### config.mk
export PLATFORM = sky130hd
export DESIGN_NAME = rgmii_rx_decoder_flat
export DESIGN_NICKNAME = d
export VERILOG_FILES = /design/src/rtl/rgmii_rx_decoder_if.sv /design/src/rtl/rgmii_rx_decoder.sv /design/src/flat_wrapper.sv
export SDC_FILE = /design/constraint.sdc
export NUM_CORES = 1
export LEC_CHECK = 0
export BUFFER_PORTS_ARGS = -buffer_cell sky130_fd_sc_hd__clkbuf_2
export CORE_ASPECT_RATIO = 0.8
export CORE_MARGIN = 2
export CORE_UTILIZATION = 49
export DETAILED_ROUTE_END_ITERATION = 8
export GPL_TIMING_DRIVEN = 0
export MAX_ROUTING_LAYER = met4
export PLACE_DENSITY = 0.72
export SLEW_MARGIN = 20
export SYNTH_ARGS = -nofsm -noshare
export SYNTH_HDL_FRONTEND = slang
export SYNTH_SLANG_ARGS = --single-unit
### constraint.sdc
create_clock -name gmii_rx_clk -period 1.7 [get_ports gmii_rx_clk]
set_clock_uncertainty 0.15 [all_clocks]
set_input_delay 0.51 -clock gmii_rx_clk [delete_from_list [all_inputs] [get_ports gmii_rx_clk]]
set_output_delay 0.51 -clock gmii_rx_clk [all_outputs]
set_load 0.02 [all_outputs]
### src/rtl/rgmii_rx_decoder_if.sv
// GMII-side receive bus produced by the RGMII receive decoder.
//   gmii_rx_ce  : byte-valid strobe; dv/er/rxd are meaningful only while high
//   gmii_rx_dv  : data valid
//   gmii_rx_er  : receive error
//   gmii_rxd    : received byte
// master drives the bus (decoder), slave consumes it (MAC receive logic).
interface rgmii_rx_decoder_if;
  logic       gmii_rx_ce;
  logic       gmii_rx_dv;
  logic       gmii_rx_er;
  logic [7:0] gmii_rxd;

  modport master (
    output gmii_rx_ce,
    output gmii_rx_dv,
    output gmii_rx_er,
    output gmii_rxd
  );

  modport slave (
    input gmii_rx_ce,
    input gmii_rx_dv,
    input gmii_rx_er,
    input gmii_rxd
  );
endinterface

### src/rtl/rgmii_rx_decoder.sv
// Multi-speed RGMII receive decoder (10/100/1000M), receive clock domain only.
// Decodes RX_DV/RX_ER from the ctl lane, passes bytes straight through at 1000M and
// assembles nibble pairs at 10/100M, extracts in-band link status during idle and keeps
// saturating frame / errored-frame counters.
// Ports:
//   gmii_rx_clk  : receive clock (rising edge)
//   rst_n        : asynchronous active-low reset
//   ddr_rise     : IDDR rising-edge samples, [4] = ctl, [3:0] = data
//   ddr_fall     : IDDR falling-edge samples, same layout
//   speed_mode   : 00 = 10M, 01 = 100M, 1x = 1000M
//   gmii         : GMII receive bus (ce/dv/er/rxd), master side
//   link_up, link_speed, link_duplex : in-band status
//   rx_frame_cnt, rx_err_cnt         : saturating frame / errored-frame counters
module rgmii_rx_decoder #(
  parameter int unsigned STATUS_STABLE = 4,
  parameter int unsigned CNT_W         = 16,
  parameter int unsigned INBAND_EN     = 1
) (
  input  logic                 gmii_rx_clk,
  input  logic                 rst_n,
  input  logic [4:0]           ddr_rise,
  input  logic [4:0]           ddr_fall,
  input  logic [1:0]           speed_mode,
  rgmii_rx_decoder_if.master   gmii,
  output logic                 link_up,
  output logic [1:0]           link_speed,
  output logic                 link_duplex,
  output logic [CNT_W-1:0]     rx_frame_cnt,
  output logic [CNT_W-1:0]     rx_err_cnt
);

  localparam logic [1:0] StIdle  = 2'd0;
  localparam logic [1:0] StHigh  = 2'd1;
  localparam logic [1:0] StLow   = 2'd2;
  localparam logic [1:0] Spd10M  = 2'b00;
  localparam logic [1:0] Spd100M = 2'b01;
  localparam logic [3:0] StableThr = 4'(STATUS_STABLE);

  logic [1:0]       r_speed;
  logic [1:0]       r_state, w_state_d;
  logic [3:0]       r_nib, w_nib_d;
  logic             r_er_acc, w_er_acc_d;
  logic             r_ce, r_dv, r_er;
  logic [7:0]       r_rxd;
  logic             w_ce_d, w_dv_d, w_er_d;
  logic [7:0]       w_rxd_d;
  logic             r_dv_prev, r_in_frame, w_in_frame_d;
  logic             r_frame_err, w_frame_err_d;
  logic [CNT_W-1:0] r_frame_cnt, w_frame_cnt_d, r_err_cnt, w_err_cnt_d;
  logic [3:0]       r_ib_prev, w_ib_prev_d, r_stab, w_stab_d;
  logic             r_link_up, w_link_up_d, r_link_duplex, w_link_duplex_d;
  logic [1:0]       r_link_speed, w_link_speed_d;

  logic       w_dv, w_er, w_gig, w_odd, w_frame_end, w_ib_ok;
  logic [3:0] w_sample;

  assign w_dv     = ddr_rise[4];
  assign w_er     = ddr_rise[4] ^ ddr_fall[4];
  assign w_gig    = (r_speed != Spd10M) && (r_speed != Spd100M);
  assign w_ib_ok  = ~ddr_rise[4] & ~ddr_fall[4];
  assign w_sample = ddr_rise[3:0];

  // r_dv_prev resets to 1 so a frame already in flight at reset release is never
  // treated as a new frame start and therefore never counted.
  assign w_frame_end   = r_in_frame & ~w_dv;
  assign w_in_frame_d  = w_dv & (r_in_frame | ~r_dv_prev);
  assign w_frame_err_d = w_in_frame_d & (r_frame_err | w_er);

  // Byte path: 1000M passthrough or 10/100M nibble assembly.
  always_comb begin
    w_state_d  = r_state;
    w_nib_d    = r_nib;
    w_er_acc_d = r_er_acc;
    w_ce_d     = 1'b0;
    w_dv_d     = 1'b0;
    w_er_d     = 1'b0;
    w_rxd_d    = 8'h00;
    w_odd      = 1'b0;
    if (w_gig) begin
      w_state_d = StIdle;
      w_ce_d    = 1'b1;
      w_dv_d    = w_dv;
      w_er_d    = w_er;
      w_rxd_d   = {ddr_fall[3:0], ddr_rise[3:0]};
    end else begin
      case (r_state)
        StHigh: begin
          w_ce_d = 1'b1;
          w_dv_d = 1'b1;
          if (w_dv) begin
            w_er_d    = r_er_acc | w_er;
            w_rxd_d   = {ddr_rise[3:0], r_nib};
            w_state_d = StLow;
          end else begin
            // Frame ended on an odd nibble: flush the lone nibble as an errored byte.
            w_er_d    = 1'b1;
            w_rxd_d   = {4'h0, r_nib};
            w_odd     = 1'b1;
            w_state_d = StIdle;
          end
        end
        default: begin  // StIdle and StLow behave identically
          if (w_dv) begin
            w_nib_d    = ddr_rise[3:0];
            w_er_acc_d = w_er;
            w_state_d  = StHigh;
          end else begin
            w_state_d  = StIdle;
          end
        end
      endcase
    end
  end

  // Frame counters and in-band status.
  always_comb begin
    w_frame_cnt_d   = r_frame_cnt;
    w_err_cnt_d     = r_err_cnt;
    w_ib_prev_d     = r_ib_prev;
    w_stab_d        = r_stab;
    w_link_up_d     = r_link_up;
    w_link_speed_d  = r_link_speed;
    w_link_duplex_d = r_link_duplex;
    if (w_frame_end) begin
      if (r_frame_cnt != '1) w_frame_cnt_d = r_frame_cnt + CNT_W'(1);
      if ((r_frame_err || w_odd) && (r_err_cnt != '1)) w_err_cnt_d = r_err_cnt + CNT_W'(1);
    end
    if (w_ib_ok) begin
      w_ib_prev_d = w_sample;
      if (w_sample != r_ib_prev) w_stab_d = 4'd1;
      else if (r_stab != 4'hF)   w_stab_d = r_stab + 4'd1;
      if ((INBAND_EN != 0) && (w_stab_d >= StableThr)) begin
        w_link_up_d     = w_sample[0];
        w_link_speed_d  = w_sample[2:1];
        w_link_duplex_d = w_sample[3];
      end
    end
  end

  always_ff @(posedge gmii_rx_clk or negedge rst_n) begin
    if (!rst_n) begin
      r_speed       <= 2'b10;
      r_state       <= StIdle;
      r_nib         <= 4'h0;
      r_er_acc      <= 1'b0;
      r_ce          <= 1'b0;
      r_dv          <= 1'b0;
      r_er          <= 1'b0;
      r_rxd         <= 8'h00;
      r_dv_prev     <= 1'b1;
      r_in_frame    <= 1'b0;
      r_frame_err   <= 1'b0;
      r_frame_cnt   <= '0;
      r_err_cnt     <= '0;
      r_ib_prev     <= 4'h0;
      r_stab        <= 4'h0;
      r_link_up     <= 1'b0;
      r_link_speed  <= 2'b00;
      r_link_duplex <= 1'b0;
    end else begin
      if (!w_dv) r_speed <= speed_mode;  // speed changes only take effect between frames
      r_state       <= w_state_d;
      r_nib         <= w_nib_d;
      r_er_acc      <= w_er_acc_d;
      r_ce          <= w_ce_d;
      r_dv          <= w_dv_d;
      r_er          <= w_er_d;
      r_rxd         <= w_rxd_d;
      r_dv_prev     <= w_dv;
      r_in_frame    <= w_in_frame_d;
      r_frame_err   <= w_frame_err_d;
      r_frame_cnt   <= w_frame_cnt_d;
      r_err_cnt     <= w_err_cnt_d;
      r_ib_prev     <= w_ib_prev_d;
      r_stab        <= w_stab_d;
      r_link_up     <= w_link_up_d;
      r_link_speed  <= w_link_speed_d;
      r_link_duplex <= w_link_duplex_d;
    end
  end

  assign gmii.gmii_rx_ce = r_ce;
  assign gmii.gmii_rx_dv = r_dv;
  assign gmii.gmii_rx_er = r_er;
  assign gmii.gmii_rxd   = r_rxd;
  assign link_up         = r_link_up;
  assign link_speed      = r_link_speed;
  assign link_duplex     = r_link_duplex;
  assign rx_frame_cnt    = r_frame_cnt;
  assign rx_err_cnt      = r_err_cnt;

endmodule

### src/flat_wrapper.sv
// flat-port wrapper written by rule: the top's interface ports become plain ports
module rgmii_rx_decoder_flat 
#(
  parameter int unsigned STATUS_STABLE = 4,
  parameter int unsigned CNT_W         = 16,
  parameter int unsigned INBAND_EN     = 1
)
  (gmii_rx_clk, rst_n, ddr_rise, ddr_fall, speed_mode, link_up, link_speed, link_duplex, rx_frame_cnt, rx_err_cnt, gmii_gmii_rx_ce, gmii_gmii_rx_dv, gmii_gmii_rx_er, gmii_gmii_rxd);
  rgmii_rx_decoder_if gmii_i ();
  input  logic gmii_rx_clk;
  input  logic rst_n;
  input  logic [4:0] ddr_rise;
  input  logic [4:0] ddr_fall;
  input  logic [1:0] speed_mode;
  output logic link_up;
  output logic [1:0] link_speed;
  output logic link_duplex;
  output logic [CNT_W-1:0] rx_frame_cnt;
  output logic [CNT_W-1:0] rx_err_cnt;
  output wire logic [$bits(gmii_i.gmii_rx_ce)-1:0] gmii_gmii_rx_ce;
  output wire logic [$bits(gmii_i.gmii_rx_dv)-1:0] gmii_gmii_rx_dv;
  output wire logic [$bits(gmii_i.gmii_rx_er)-1:0] gmii_gmii_rx_er;
  output wire logic [$bits(gmii_i.gmii_rxd)-1:0] gmii_gmii_rxd;
  assign gmii_gmii_rx_ce = gmii_i.gmii_rx_ce;
  assign gmii_gmii_rx_dv = gmii_i.gmii_rx_dv;
  assign gmii_gmii_rx_er = gmii_i.gmii_rx_er;
  assign gmii_gmii_rxd = gmii_i.gmii_rxd;
  rgmii_rx_decoder #(.STATUS_STABLE(STATUS_STABLE), .CNT_W(CNT_W), .INBAND_EN(INBAND_EN)) u_core (.gmii_rx_clk(gmii_rx_clk), .rst_n(rst_n), .ddr_rise(ddr_rise), .ddr_fall(ddr_fall), .speed_mode(speed_mode), .gmii(gmii_i), .link_up(link_up), .link_speed(link_speed), .link_duplex(link_duplex), .rx_frame_cnt(rx_frame_cnt), .rx_err_cnt(rx_err_cnt));
endmodule
==> results of run 1 <==
cells in the mapped netlist, types with 4 or more instances:
cell type	number	area [sq um]
sky130_fd_sc_hd__nor4_1	5	31.3
sky130_fd_sc_hd__ha_1	4	50.1
sky130_fd_sc_hd__xor2_1	18	158
sky130_fd_sc_hd__a22o_1	5	43.8
sky130_fd_sc_hd__nor3_1	7	35.0
sky130_fd_sc_hd__and3_1	6	37.5
sky130_fd_sc_hd__nand2b_1	4	25.0
sky130_fd_sc_hd__nand2_1	23	86.3
sky130_fd_sc_hd__o21ai_0	9	45.0
sky130_fd_sc_hd__mux2_2	13	146
sky130_fd_sc_hd__dfrtp_1	64	1600
sky130_fd_sc_hd__xnor2_1	13	114
sky130_fd_sc_hd__nor2_1	4	15.0
sky130_fd_sc_hd__a21oi_1	6	30.0
sky130_fd_sc_hd__and4_1	4	35.0
sky130_fd_sc_hd__inv_1	8	30.0
sky130_fd_sc_hd__nand4_1	12	75.1
sky130_fd_sc_hd__nand3_1	7	35.0
sky130_fd_sc_hd__clkbuf_1	5	18.8
sky130_fd_sc_hd__and2_1	4	25.0
stage by stage:
stage,std cells,total power (W),util
after floorplan,253,0.00250,-
after global placement,393,0.00276,0.585
after detailed placement,394,0.00280,0.589
after CTS,430,0.00414,0.661
after global routing,437,0.00440,0.703
final,437,0.00417,0.703
layer usage:
metal,GRT usage,vias up
met5,-,-
met2,0.305,60
li1,-,1103
met4,0.0741,0
met1,0.286,1163
met3,0.0728,10
how the worst min path moves through the flow:
stage	slack, ns	depth (start not counted)	start	to
global placement	0.31	1	u_core.rx_frame_cnt[7]$_DFFE_PN0P_	u_core.rx_frame_cnt[7]$_DFFE_PN0P_
detailed placement	0.31	1	rst_n	u_core.rx_frame_cnt[2]$_DFFE_PN0P_
floorplan	0.06	0	rst_n	u_core.gmii.gmii_rx_ce$_DFF_PN0_
global route	0.20	1	ddr_rise[4]	u_core.r_dv_prev$_DFF_PN1_
finish	0.21	1	ddr_rise[4]	u_core.r_dv_prev$_DFF_PN1_
CTS	0.19	1	ddr_rise[4]	u_core.r_dv_prev$_DFF_PN1_
area by class of cell:
type	instances	area [sq um]
clock buffers	14	163
flip-flops and latches	66	1680
clock inverters	2	12.5
plain buffers	4	23.8
multi-input cells	173	1560
inverters	8	30.0
well taps	81	101
repair buffers	89	591
fillers	420	1760
state kept, by name, summed over array words and instances (netlist names), 2 cells and up:
signal and count:
u_core.r_stab 4, u_core.r_nib 4, u_core.rx_frame_cnt 16, u_core.r_state 2, u_core.rx_err_cnt 16, u_core.link_speed 2
u_core.gmii.gmii_rxd 8, u_core.r_ib_prev 4
cell families (layout without fill, tap and decap cells):
logic type               after synthesis  after routing  synth area share
AND/OR/NAND/NOR                       88             88             0.178
flip-flops                            66             66             0.554
AO/OA/AOI/OAI                         32             33            0.0766
XOR/XNOR                              31             31            0.0909
multiplexers                          17             17            0.0649
buffers and inverters                 15            117            0.0197
adder cells (fa/ha/maj)                4              4            0.0168
power groups by stage:
stage	Sequential, W	Clock, W	Combinational, W
4_1_cts	0.00197	0.00120	0.000962
5_1_grt	0.00202	0.00128	0.00110
6_report	0.00199	0.00118	0.00100
2_1_floorplan	0.00216	0	0.000349
3_3_place_gp	0.00201	0	0.000754
3_5_place_dp	0.00202	0	0.000781
timing repair:
action,in CTS,in global routing
endpoints found under the setup margin,32,48
setup buffers,21,6
hold endpoints to repair,22,0
resized for setup,16,46
cloned,1,1
hold buffers,1,0
pin swaps,12,17
==> impl_metrics.sql, run 1 <==
INSERT INTO impl_metrics (metric_group, metric, value, unit) VALUES
('run_status', 'run_status', 'finished, violations left', ''),
('run_status', 'failed_checks', 'negative setup slack', ''),
('worst_setup_path', 'worst-path-stages', '7', ''),
('grt', 'number_of_global_route_vias_before_repair', '2210', ''),
('worst_hold_path', 'hold_path.class', 'primary input to register', ''),
('placed_design', 'place_congestion', '0.812', ''),
('flow_run', 'max_capacitance_violation_count', '0', ''),
('worst_setup_path', 'critical_path_required', '1.80', 'ns'),
('sta', 'period_share', '1.07', ''),
('floorplanning', 'dieArea', '6740', 'sq um'),
('cts', 'clk_pin_slew_worst_paths', '0.07', 'ns'),
('route', 'vias', '2336', ''),
('sta', 'final.hold.worst_slack', '0.207', 'ns'),
('power', 'power.share.combinational', '0.240', ''),
('final_layout', 'design.final.nets', '369', ''),
('route', 'ant_nets', '0', ''),
('grt', 'wire_length_of_the_first_global_routing_pass', '10600', 'um'),
('cts', 'tritoncts.num_buffers', '9', ''),
('grt', 'grt_start_max_net_pins', '45', ''),
('final_layout', 'area_growth_syn_to_layout', '39.0', '%'),
('synthesis', 'mappedNetlistArea', '2990', 'sq um'),
('sta', 'slew_violations', '0', ''),
('synthesis', 'synth-warning-count', '0', ''),
('placed_design', 'port_buffers', '59', ''),
('final_layout', 'fraction_of_final_layout_cells_sized_beyond_drive_strength_1', '0.500', ''),
('worst_setup_path', 'rrSetupSlack', '-0.12', 'ns'),
('worst_setup_path', 'worst_setup_sp', 'u_core.rx_err_cnt[1]$_DFFE_PN0P_', ''),
('floorplanning', 'floorplan.rows', '25', ''),
('worst_setup_path', 'worstPathBufferInverterCount', '2', ''),
('worst_setup_path', 'end_kind', 'register', ''),
('sta', 'finalWorstPathRequiredPeriod', '1.82', 'ns'),
('power', 'cell_internal_pwr', '0.00289', 'W'),
('route', 'routed-wl-met2', '3320', 'um'),
('worst_setup_path', 'critical_path.max_stage_delay', '0.43', 'ns'),
('cts', 'h_tree_level_count', '3', ''),
('synthesis', 'synthCells', '253', ''),
('placed_design', 'dp_hpwl', '4140', 'um'),
('cts', 'clkLatencyLatePin', '0.34', 'ns'),
('worst_setup_path', 'worst_flop_to_flop_path_endpoint', 'u_core.rx_err_cnt[7]$_DFFE_PN0P_', ''),
('power', 'seq_power_share', '0.478', ''),
('synthesis', 'yosys_cell_types', '43', ''),
('worst_setup_path', 'cells_traversed_along_the_worst_timing_path', 'ha_4, nand4_1, nor4_4, buf_6, buf_6, nor4_4, xor2_1', ''),
('sta', 'setup_viol_count_final', '22', ''),
('floorplanning', 'die_width', '91.3', 'um'),
('sta', 'max-slew-margin-rel', '0.713', ''),
('grt', 'groute.usage.overall', '0.214', ''),
('floorplanning', 'floorplan.initialDensity', '0.505', ''),
('floorplanning', 'core-area', '5910', 'sq um'),
('worst_setup_path', 'cp.arrival', '1.92', 'ns'),
('synthesis', 'synth_sequential_area_ratio', '0.554', ''),
('grt', 'overflow', '0', ''),
('worst_setup_path', 'cp_slowest_cell', 'sky130_fd_sc_hd__dfrtp_2', ''),
('cts', 'tritoncts_clock_tree', 'done', ''),
('final_layout', 'count_of_inserted_antenna_diode_cells', '0', ''),
('placed_design', 'dp_slack', '-0.520', 'ns'),
('route', 'detail_route.vias_per_cell', '5.35', ''),
('worst_setup_path', 'setup.worst_path.start_class', 'register', ''),
('cts', 'tritoncts_num_sinks', '66', ''),
('route', 'dr.first_iter.drc_count', '119', ''),
('synthesis', 'postSynth.topFlopCell', 'sky130_fd_sc_hd__dfrtp_1', ''),
('worst_setup_path', 'crit_path_max_fanout', '5', ''),
('cts', 'clock_path_buffers', '2', ''),
('final_layout', 'layout_common_cells', 'sky130_fd_sc_hd__clkbuf_2 (57), sky130_fd_sc_hd__dfrtp_1 (45), sky130_fd_sc_hd__nand2_1 (23), sky130_fd_sc_hd__dfrtp_2 (19), sky130_fd_sc_hd__buf_4 (18)', ''),
('sta', 'rsz0062_at_grt', 'yes', ''),
('power', 'pwr-share-clk', '0.282', ''),
('sta', 'setup_total_neg_slack', '-0.713', 'ns'),
('final_layout', 'most_frequent_standard_cell_in_the_layout_excluding_fill_and_tap_cells', 'sky130_fd_sc_hd__clkbuf_2', ''),
('synthesis', 'synth-edff-count', '0', ''),
('route', 'top_signal_layer_used', 'met4', ''),
('sta', 'setup_ws', '-0.120', 'ns'),
('power', 'leakage', '1.95', 'nW');
Note: power is estimated with default switching activity, not from simulation.
==> run 2, diff against run 1 <==
==> constraint.sdc (replaced) <==
create_clock -name gmii_rx_clk -period 1.7 [get_ports gmii_rx_clk]
set_clock_uncertainty 0.15 [all_clocks]
set_input_delay 0.34 -clock gmii_rx_clk [delete_from_list [all_inputs] [get_ports gmii_rx_clk]]
set_output_delay 0.34 -clock gmii_rx_clk [all_outputs]
set_load 0.02 [all_outputs]
==> run 2 against run 1 <==
  * The run still ends with negative setup slack left
  * Global-route usage is 0.080 points lower
  * Count of clock-buffer cells in the layout down 1
  * First-iteration DRC count rose by 7.6%
  * Total power is 6.2% higher
  * Register-to-register slack gained 0.03 ns
  * Worst setup slack improved by 0.030 ns
  * Critical path depth down 2
  * Worst hold slack got worse by 0.18 ns
  * Via count grew 1.8%
  * Routed wire length up 3.1%
  * Clock power rose by 21%
  * Critical endpoint unchanged
==> impl_metrics.sql, run 2 (same netlist as run 1, synthesis figures left out) <==
INSERT INTO impl_metrics (metric_group, metric, value, unit) VALUES
('placed_design', 'placedInstanceArea', '3460', 'sq um'),
('sta', 'final.hold.worst_slack', '0.0242', 'ns'),
('floorplanning', 'core-area', '5910', 'sq um'),
('final_layout', 'layout_common_cells', 'sky130_fd_sc_hd__clkbuf_2 (59), sky130_fd_sc_hd__dfrtp_1 (50), sky130_fd_sc_hd__buf_4 (33), sky130_fd_sc_hd__nand2_1 (20), sky130_fd_sc_hd__xor2_1 (16)', ''),
('worst_setup_path', 'cp_slowest_cell', 'sky130_fd_sc_hd__dfrtp_1', ''),
('power', 'seq_power_share', '0.445', ''),
('cts', 'tritoncts.num_buffers', '9', ''),
('grt', 'wire_length_of_the_first_global_routing_pass', '10700', 'um'),
('power', 'ir_drop', '0.000943', 'V'),
('route', 'route.detailed.wl_per_inst', '16.1', 'um'),
('floorplanning', 'dieArea', '6740', 'sq um'),
('grt', 'groute.usage.overall', '0.213', ''),
('power', 'cell_internal_pwr', '0.00313', 'W'),
('placed_design', 'place_congestion', '0.823', ''),
('floorplanning', 'die_height', '73.8', 'um'),
('worst_setup_path', 'worst_path_dominant_cell_family', 'simple AND/OR/NAND/NOR gates', ''),
('power', 'leakage', '2.05', 'nW'),
('placed_design', 'port_buffers', '59', ''),
('route', 'detail_route.vias_per_cell', '5.28', ''),
('sta', 'max-slew-margin-rel', '0.674', ''),
('route', 'drtPass1Iterations', '4', ''),
('placed_design', 'dp_hpwl', '4210', 'um'),
('final_layout', 'fraction_of_final_layout_cells_sized_beyond_drive_strength_1', '0.528', ''),
('sta', 'final_hold_viol_count', '0', ''),
('floorplanning', 'floorplan.initialDensity', '0.505', ''),
('worst_setup_path', 'end_kind', 'register', ''),
('grt', 'grt_start_max_net_pins', '42', ''),
('route', 'drt-total-wl', '7250', 'um'),
('cts', 'tritoncts_num_sinks', '66', ''),
('route', 'detail_route.drc_violations', '0', ''),
('worst_setup_path', 'crit_path_max_fanout', '5', ''),
('sta', 'setup_ws', '-0.0900', 'ns'),
('final_layout', 'count_of_inserted_antenna_diode_cells', '0', ''),
('final_layout', 'design.final.nets', '382', ''),
('run_status', 'failed_checks', 'negative setup slack', ''),
('final_layout', 'layout.cell_area.non_filler', '4290', 'sq um'),
('worst_setup_path', 'worst_setup_sp', 'u_core.r_state[1]$_DFF_PN0_', ''),
('run_status', 'run_status', 'finished, violations left', ''),
('worst_hold_path', 'holdCritStartpoint', 'speed_mode[1]', ''),
('cts', 'cts.root.buffer_cell', 'sky130_fd_sc_hd__clkbuf_8', ''),
('sta', 'setup_viol_count_final', '25', ''),
('worst_setup_path', 'setup.worst_path.start_class', 'register', ''),
('worst_setup_path', 'cp.arrival', '1.90', 'ns'),
('final_layout', 'filler_cell_count', '400', ''),
('final_layout', 'area_growth_syn_to_layout', '43.7', '%'),
('sta', 'tightest_slew', '0.489', 'ns'),
('cts', 'h_tree_level_count', '3', ''),
('floorplanning', 'floorplan.rows', '25', ''),
('final_layout', 'most_frequent_standard_cell_in_the_layout_excluding_fill_and_tap_cells', 'sky130_fd_sc_hd__clkbuf_2', ''),
('route', 'dr.first_iter.drc_count', '128', ''),
('power', 'pwr-share-clk', '0.323', ''),
('sta', 'max_clock_freq', '559', 'MHz'),
('worst_setup_path', 'worstPathBufferInverterCount', '1', ''),
('floorplanning', 'die_width', '91.3', 'um'),
('placed_design', 'dp_slack', '-0.375', 'ns'),
('grt', 'number_of_global_route_vias_before_repair', '2187', ''),
('sta', 'finalWorstPathRequiredPeriod', '1.79', 'ns'),
('cts', 'tritoncts_clock_tree', 'done', ''),
('grt', 'initial_antenna_violation_count', '0', ''),
('floorplanning', 'num_io_pins', '61', ''),
('cts', 'clock_path_buffers', '2', ''),
('worst_hold_path', 'hold_path.class', 'primary input to register', ''),
('route', 'vias', '2377', ''),
('worst_setup_path', 'cells_traversed_along_the_worst_timing_path', 'nor3b_4, buf_4, o21ai_4, nor4_2, xor2_1', ''),
('sta', 'rsz0062_at_grt', 'yes', ''),
('cts', 'clkLatencyLatePin', '0.35', 'ns'),
('power', 'switchingPower', '0.00130', 'W'),
('sta', 'setup_total_neg_slack', '-0.966', 'ns'),
('sta', 'period_share', '1.05', ''),
('grt', 'overflow', '0', ''),
('power', 'power.density_cell_area', '1030', 'nW/um^2'),
('worst_setup_path', 'critical_path_required', '1.81', 'ns'),
('power', 'power.share.combinational', '0.232', ''),
('power', 'switching_share', '0.292', ''),
('route', 'ant_nets', '0', ''),
('sta', 'slew_violations', '0', ''),
('worst_setup_path', 'rr_startpoint', 'u_core.r_state[1]$_DFF_PN0_', ''),
('worst_setup_path', 'critical_path.max_stage_delay', '0.42', 'ns'),
('worst_setup_path', 'path_class', 'register to register', ''),
('cts', 'clk_pin_slew_worst_paths', '0.07', 'ns'),
('flow_run', 'max_capacitance_violation_count', '0', '');
-- run 2: changes by cell type in the layout (fill, tap and decap cells not counted), sizes merged --
cell and delta:
clkinvlp -1, o21ai -1, bufinv +2, buf +13
-- run 2: worst paths after layout --
check / to / slack [ns] / cells after the start
hold reg to reg: u_core.rx_frame_cnt[7]$_DFFE_PN0P_ / 0.35 / 1
setup / recovery: u_core.rx_err_cnt[7]$_DFFE_PN0P_ / -0.09 / 5
min in group asynchronous: u_core.rx_err_cnt[13]$_DFFE_PN0P_ / 0.32 / 2
hold / removal: u_core.r_speed[1]$_DFFE_PN1N_ / 0.02 / 3
setup reg to reg: u_core.rx_err_cnt[7]$_DFFE_PN0P_ / -0.09 / 5
max in group asynchronous: u_core.r_dv_prev$_DFF_PN1_ / 0.48 / 3
-- run 2: layout make-up --
cell class / count / area (sq um) / area share
flip-flops and latches: 66 / 1670 / 0.389
multi-input cells: 172 / 1560 / 0.363
repair buffers: 103 / 694 / 0.162
clock buffers: 13 / 149 / 0.0347
well taps: 81 / 101 / 0.0236
clock inverters: 3 / 65.1 / 0.0152
inverters: 8 / 30.0 / 0.00699
plain buffers: 4 / 23.8 / 0.00554
-- run 2: repair_timing --
item / in CTS / in global routing
hold buffers: 1 / 0
pin swaps: 26 / 22
hold endpoints to repair: 25 / 0
gates resized for setup: 32 / 32
buffers inserted: 26 / 16
endpoints found under the setup margin: 32 / 35
-- run 2: worst min-delay path: stages --
cell and delay [ns]:
sky130_fd_sc_hd__clkbuf_2 0.08, sky130_fd_sc_hd__inv_1 0.03, sky130_fd_sc_hd__o21ai_0 0.06
-- run 2: power groups by stage --
stage | clock (W) | combinational (W) | sequential [W]
after floorplan | 0 | 0.000346 | 0.00215
after CTS | 0.00146 | 0.000971 | 0.00196
final | 0.00143 | 0.00103 | 0.00197
after global placement | 0 | 0.000755 | 0.00201
after detailed placement | 0 | 0.000780 | 0.00202
after global routing | 0.00152 | 0.00112 | 0.00200
-- run 2: stage by stage --
stage	instances	utilization	power (W)
floorplan	253	-	0.00250
global placement	393	0.582	0.00276
detailed placement	394	0.586	0.00280
CTS	434	0.683	0.00438
global route	450	0.726	0.00464
finish	450	0.726	0.00443
-- run 2: per-layer routing --
layer / routed length, um / up-vias / GRT usage
met5: 0 / - / -
met4: 81 / 0 / 0.0572
met3: 275 / 12 / 0.0533
met2: 3530 / 45 / 0.314
met1: 3360 / 1191 / 0.296
li1: - / 1129 / -
==> run 3, diff against run 2 <==
- GPL_TIMING_DRIVEN: 0 -> default
==> run 3 against run 2 <==
  * The run still ends with negative setup slack left
  * Total power down 2.4%
  * Non-clock buffer count up 10
  * Via count is 0.59% lower
  * Critical path depth rose by 1
  * Sequential share of layout area increased by 0.43 points
  * Sequential cell count unchanged
  * Routed wire length is 7.9% lower
  * First-iteration DRC count decreased by 15%
  * Critical path type unchanged
  * Largest power group unchanged
  * Highest routed layer unchanged
==> impl_metrics.sql, run 3 (same netlist as run 1, synthesis figures left out) <==
INSERT INTO impl_metrics (metric_group, metric, value, unit) VALUES
('grt', 'initial_antenna_violation_count', '0', ''),
('route', 'drt-total-wl', '6670', 'um'),
('final_layout', 'most_frequent_standard_cell_in_the_layout_excluding_fill_and_tap_cells', 'sky130_fd_sc_hd__clkbuf_2', ''),
('final_layout', 'fraction_of_final_layout_cells_sized_beyond_drive_strength_1', '0.507', ''),
('route', 'ant_nets', '0', ''),
('cts', 'clock_path_buffers', '2', ''),
('worst_setup_path', 'path_class', 'register to register', ''),
('worst_setup_path', 'cp.arrival', '1.83', 'ns'),
('worst_setup_path', 'crit_path_max_fanout', '4', ''),
('sta', 'final.hold.worst_slack', '0.0651', 'ns'),
('floorplanning', 'die_height', '73.8', 'um'),
('grt', 'wire_length_of_the_first_global_routing_pass', '10700', 'um'),
('placed_design', 'dp_hpwl', '4570', 'um'),
('final_layout', 'final_core_utilization', '0.716', ''),
('power', 'total_power', '0.00432', 'W'),
('cts', 'clkLatencyLatePin', '0.34', 'ns'),
('cts', 'tritoncts_clock_tree', 'done', ''),
('sta', 'setup_ws', '-0.0669', 'ns'),
('final_layout', 'filler_cell_count', '417', ''),
('cts', 'tritoncts_num_sinks', '66', ''),
('floorplanning', 'dieArea', '6740', 'sq um'),
('sta', 'finalWorstPathRequiredPeriod', '1.77', 'ns'),
('final_layout', 'layoutNonFillerInstCount', '460', ''),
('sta', 'max_clock_freq', '566', 'MHz'),
('final_layout', 'ff_latch_area', '1670', 'sq um'),
('worst_setup_path', 'worstPathBufferInverterCount', '1', ''),
('grt', 'overflow', '0', ''),
('cts', 'cts.root.buffer_cell', 'sky130_fd_sc_hd__clkbuf_8', ''),
('worst_setup_path', 'setup.worst_path.start_class', 'register', ''),
('route', 'dr.first_iter.drc_count', '109', ''),
('route', 'route.detailed.wl_per_inst', '14.5', 'um'),
('worst_setup_path', 'end_kind', 'register', ''),
('floorplanning', 'die_width', '91.3', 'um'),
('sta', 'period_share', '1.04', ''),
('power', 'ir_drop', '0.000605', 'V'),
('worst_hold_path', 'hold_path.class', 'primary input to register', ''),
('placed_design', 'port_buffers', '59', ''),
('floorplanning', 'floorplan.rows', '25', ''),
('sta', 'rsz0062_at_grt', 'yes', ''),
('final_layout', 'count_of_inserted_antenna_diode_cells', '0', ''),
('power', 'leakage', '2.06', 'nW'),
('grt', 'groute.usage.overall', '0.212', ''),
('worst_setup_path', 'worst_path_dominant_cell_family', 'compound AO/OA/AOI/OAI gates', ''),
('worst_hold_path', 'holdCritStartpoint', 'speed_mode[1]', ''),
('placed_design', 'place_congestion', '0.775', ''),
('worst_setup_path', 'worst_setup_sp', 'u_core.rx_frame_cnt[0]$_DFFE_PN0P_', ''),
('run_status', 'run_status', 'finished, violations left', ''),
('final_layout', 'design.final.nets', '392', ''),
('floorplanning', 'floorplan.initialDensity', '0.505', ''),
('floorplanning', 'core-area', '5910', 'sq um'),
('route', 'vias', '2363', ''),
('final_layout', 'area_growth_syn_to_layout', '41.7', '%'),
('worst_setup_path', 'cells_traversed_along_the_worst_timing_path', 'ha_4, and4_4, buf_6, nand4_1, o31ai_1, o31ai_1', ''),
('sta', 'setup_viol_count_final', '6', ''),
('grt', 'grt_start_max_net_pins', '67', ''),
('sta', 'final_hold_viol_count', '0', ''),
('final_layout', 'layout_common_cells', 'sky130_fd_sc_hd__clkbuf_2 (59), sky130_fd_sc_hd__dfrtp_1 (54), sky130_fd_sc_hd__buf_4 (51), sky130_fd_sc_hd__nand2_1 (23), sky130_fd_sc_hd__xor2_1 (15)', ''),
('placed_design', 'number_of_placed_instances_with_taps_included', '435', ''),
('worst_setup_path', 'critical_path_required', '1.77', 'ns'),
('sta', 'slew_violations', '0', ''),
('sta', 'max-slew-margin-rel', '0.748', ''),
('final_layout', 'multi_input_area', '1470', 'sq um'),
('route', 'detail_route.vias_per_cell', '5.14', ''),
('run_status', 'failed_checks', 'negative setup slack', ''),
('power', 'power.density_cell_area', '1020', 'nW/um^2'),
('cts', 'h_tree_level_count', '3', ''),
('route', 'drtPass1Iterations', '4', ''),
('cts', 'clk_pin_slew_worst_paths', '0.07', 'ns'),
('sta', 'setup_total_neg_slack', '-0.258', 'ns'),
('flow_run', 'max_capacitance_violation_count', '0', ''),
('worst_setup_path', 'cp_slowest_cell', 'sky130_fd_sc_hd__dfrtp_2', ''),
('grt', 'number_of_global_route_vias_before_repair', '2249', ''),
('sta', 'tightest_slew', '0.377', 'ns'),
('worst_setup_path', 'rr_startpoint', 'u_core.rx_frame_cnt[0]$_DFFE_PN0P_', ''),
('worst_setup_path', 'critical_path.max_stage_delay', '0.39', 'ns'),
('route', 'detail_route.drc_violations', '0', ''),
('floorplanning', 'num_io_pins', '61', ''),
('worst_setup_path', 'critical-path-top-cell-by-count', 'sky130_fd_sc_hd__o31ai_1', ''),
('cts', 'tritoncts.num_buffers', '9', '');
[run 3: layout make-up]
type | count | area share
inverters | 8 | 0.00709
well taps | 81 | 0.0239
flip-flops and latches | 66 | 0.394
clock inverters | 4 | 0.0118
clock buffers | 12 | 0.0366
repair buffers | 117 | 0.181
multi-input cells | 172 | 0.346
[run 3: power breakdown]
group          internal [W]  total (W)  leakage [nW]  switching (W)
Combinational      0.000520    0.00107          1.12       0.000551
Sequential          0.00178    0.00192         0.839       0.000148
Clock              0.000754    0.00133        0.0986       0.000574
Total               0.00305    0.00432          2.06        0.00127
[run 3: worst paths after layout]
check	depth (start not counted)	endpoint	slack, ns
max in group asynchronous	3	u_core.r_speed[1]$_DFFE_PN1N_	0.68
setup reg to reg	6	u_core.rx_frame_cnt[14]$_DFFE_PN0P_	-0.07
hold / removal	3	u_core.r_speed[1]$_DFFE_PN1N_	0.07
min in group asynchronous	3	u_core.rx_frame_cnt[3]$_DFFE_PN0P_	0.39
setup / recovery	6	u_core.rx_frame_cnt[14]$_DFFE_PN0P_	-0.07
hold reg to reg	1	u_core.rx_frame_cnt[7]$_DFFE_PN0P_	0.34
[run 3: what timing repair did]
| action | 4_1_cts | 5_1_grt |
|---|---|---|
| cloned | 1 | 0 |
| buffers inserted | 5 | 3 |
| resized for setup | 9 | 24 |
| hold buffers | 1 | 0 |
| endpoints found under the hold margin | 64 | 0 |
| pin swaps | 8 | 20 |
| endpoints found under the setup margin | 18 | 31 |
[run 3: worst register-to-register path, cell delays in order, from the launching register on]
cell and delay, ns:
sky130_fd_sc_hd__dfrtp_2 0.39, sky130_fd_sc_hd__ha_4 0.14, sky130_fd_sc_hd__and4_4 0.26, sky130_fd_sc_hd__buf_6 0.12, sky130_fd_sc_hd__nand4_1 0.15, sky130_fd_sc_hd__o31ai_1 0.31
sky130_fd_sc_hd__o31ai_1 0.12
[run 3: per-stage QoR]
stage | setup WS (ns) | area, sq um
after floorplan | -0.267 | 3040
after detailed placement | -0.125 | 3780
after global placement | -0.0766 | 3780
after CTS | -0.0635 | 4080
after global routing | -0.141 | 4230
final | -0.0669 | 4230
[run 3: layer usage]
layer | up-vias | GRT usage | part of all wire
met5 | - | - | 0
met4 | 0 | 0.0657 | 0.012
met3 | 8 | 0.0585 | 0.037
met2 | 47 | 0.323 | 0.48
met1 | 1168 | 0.281 | 0.47
li1 | 1140 | - | -
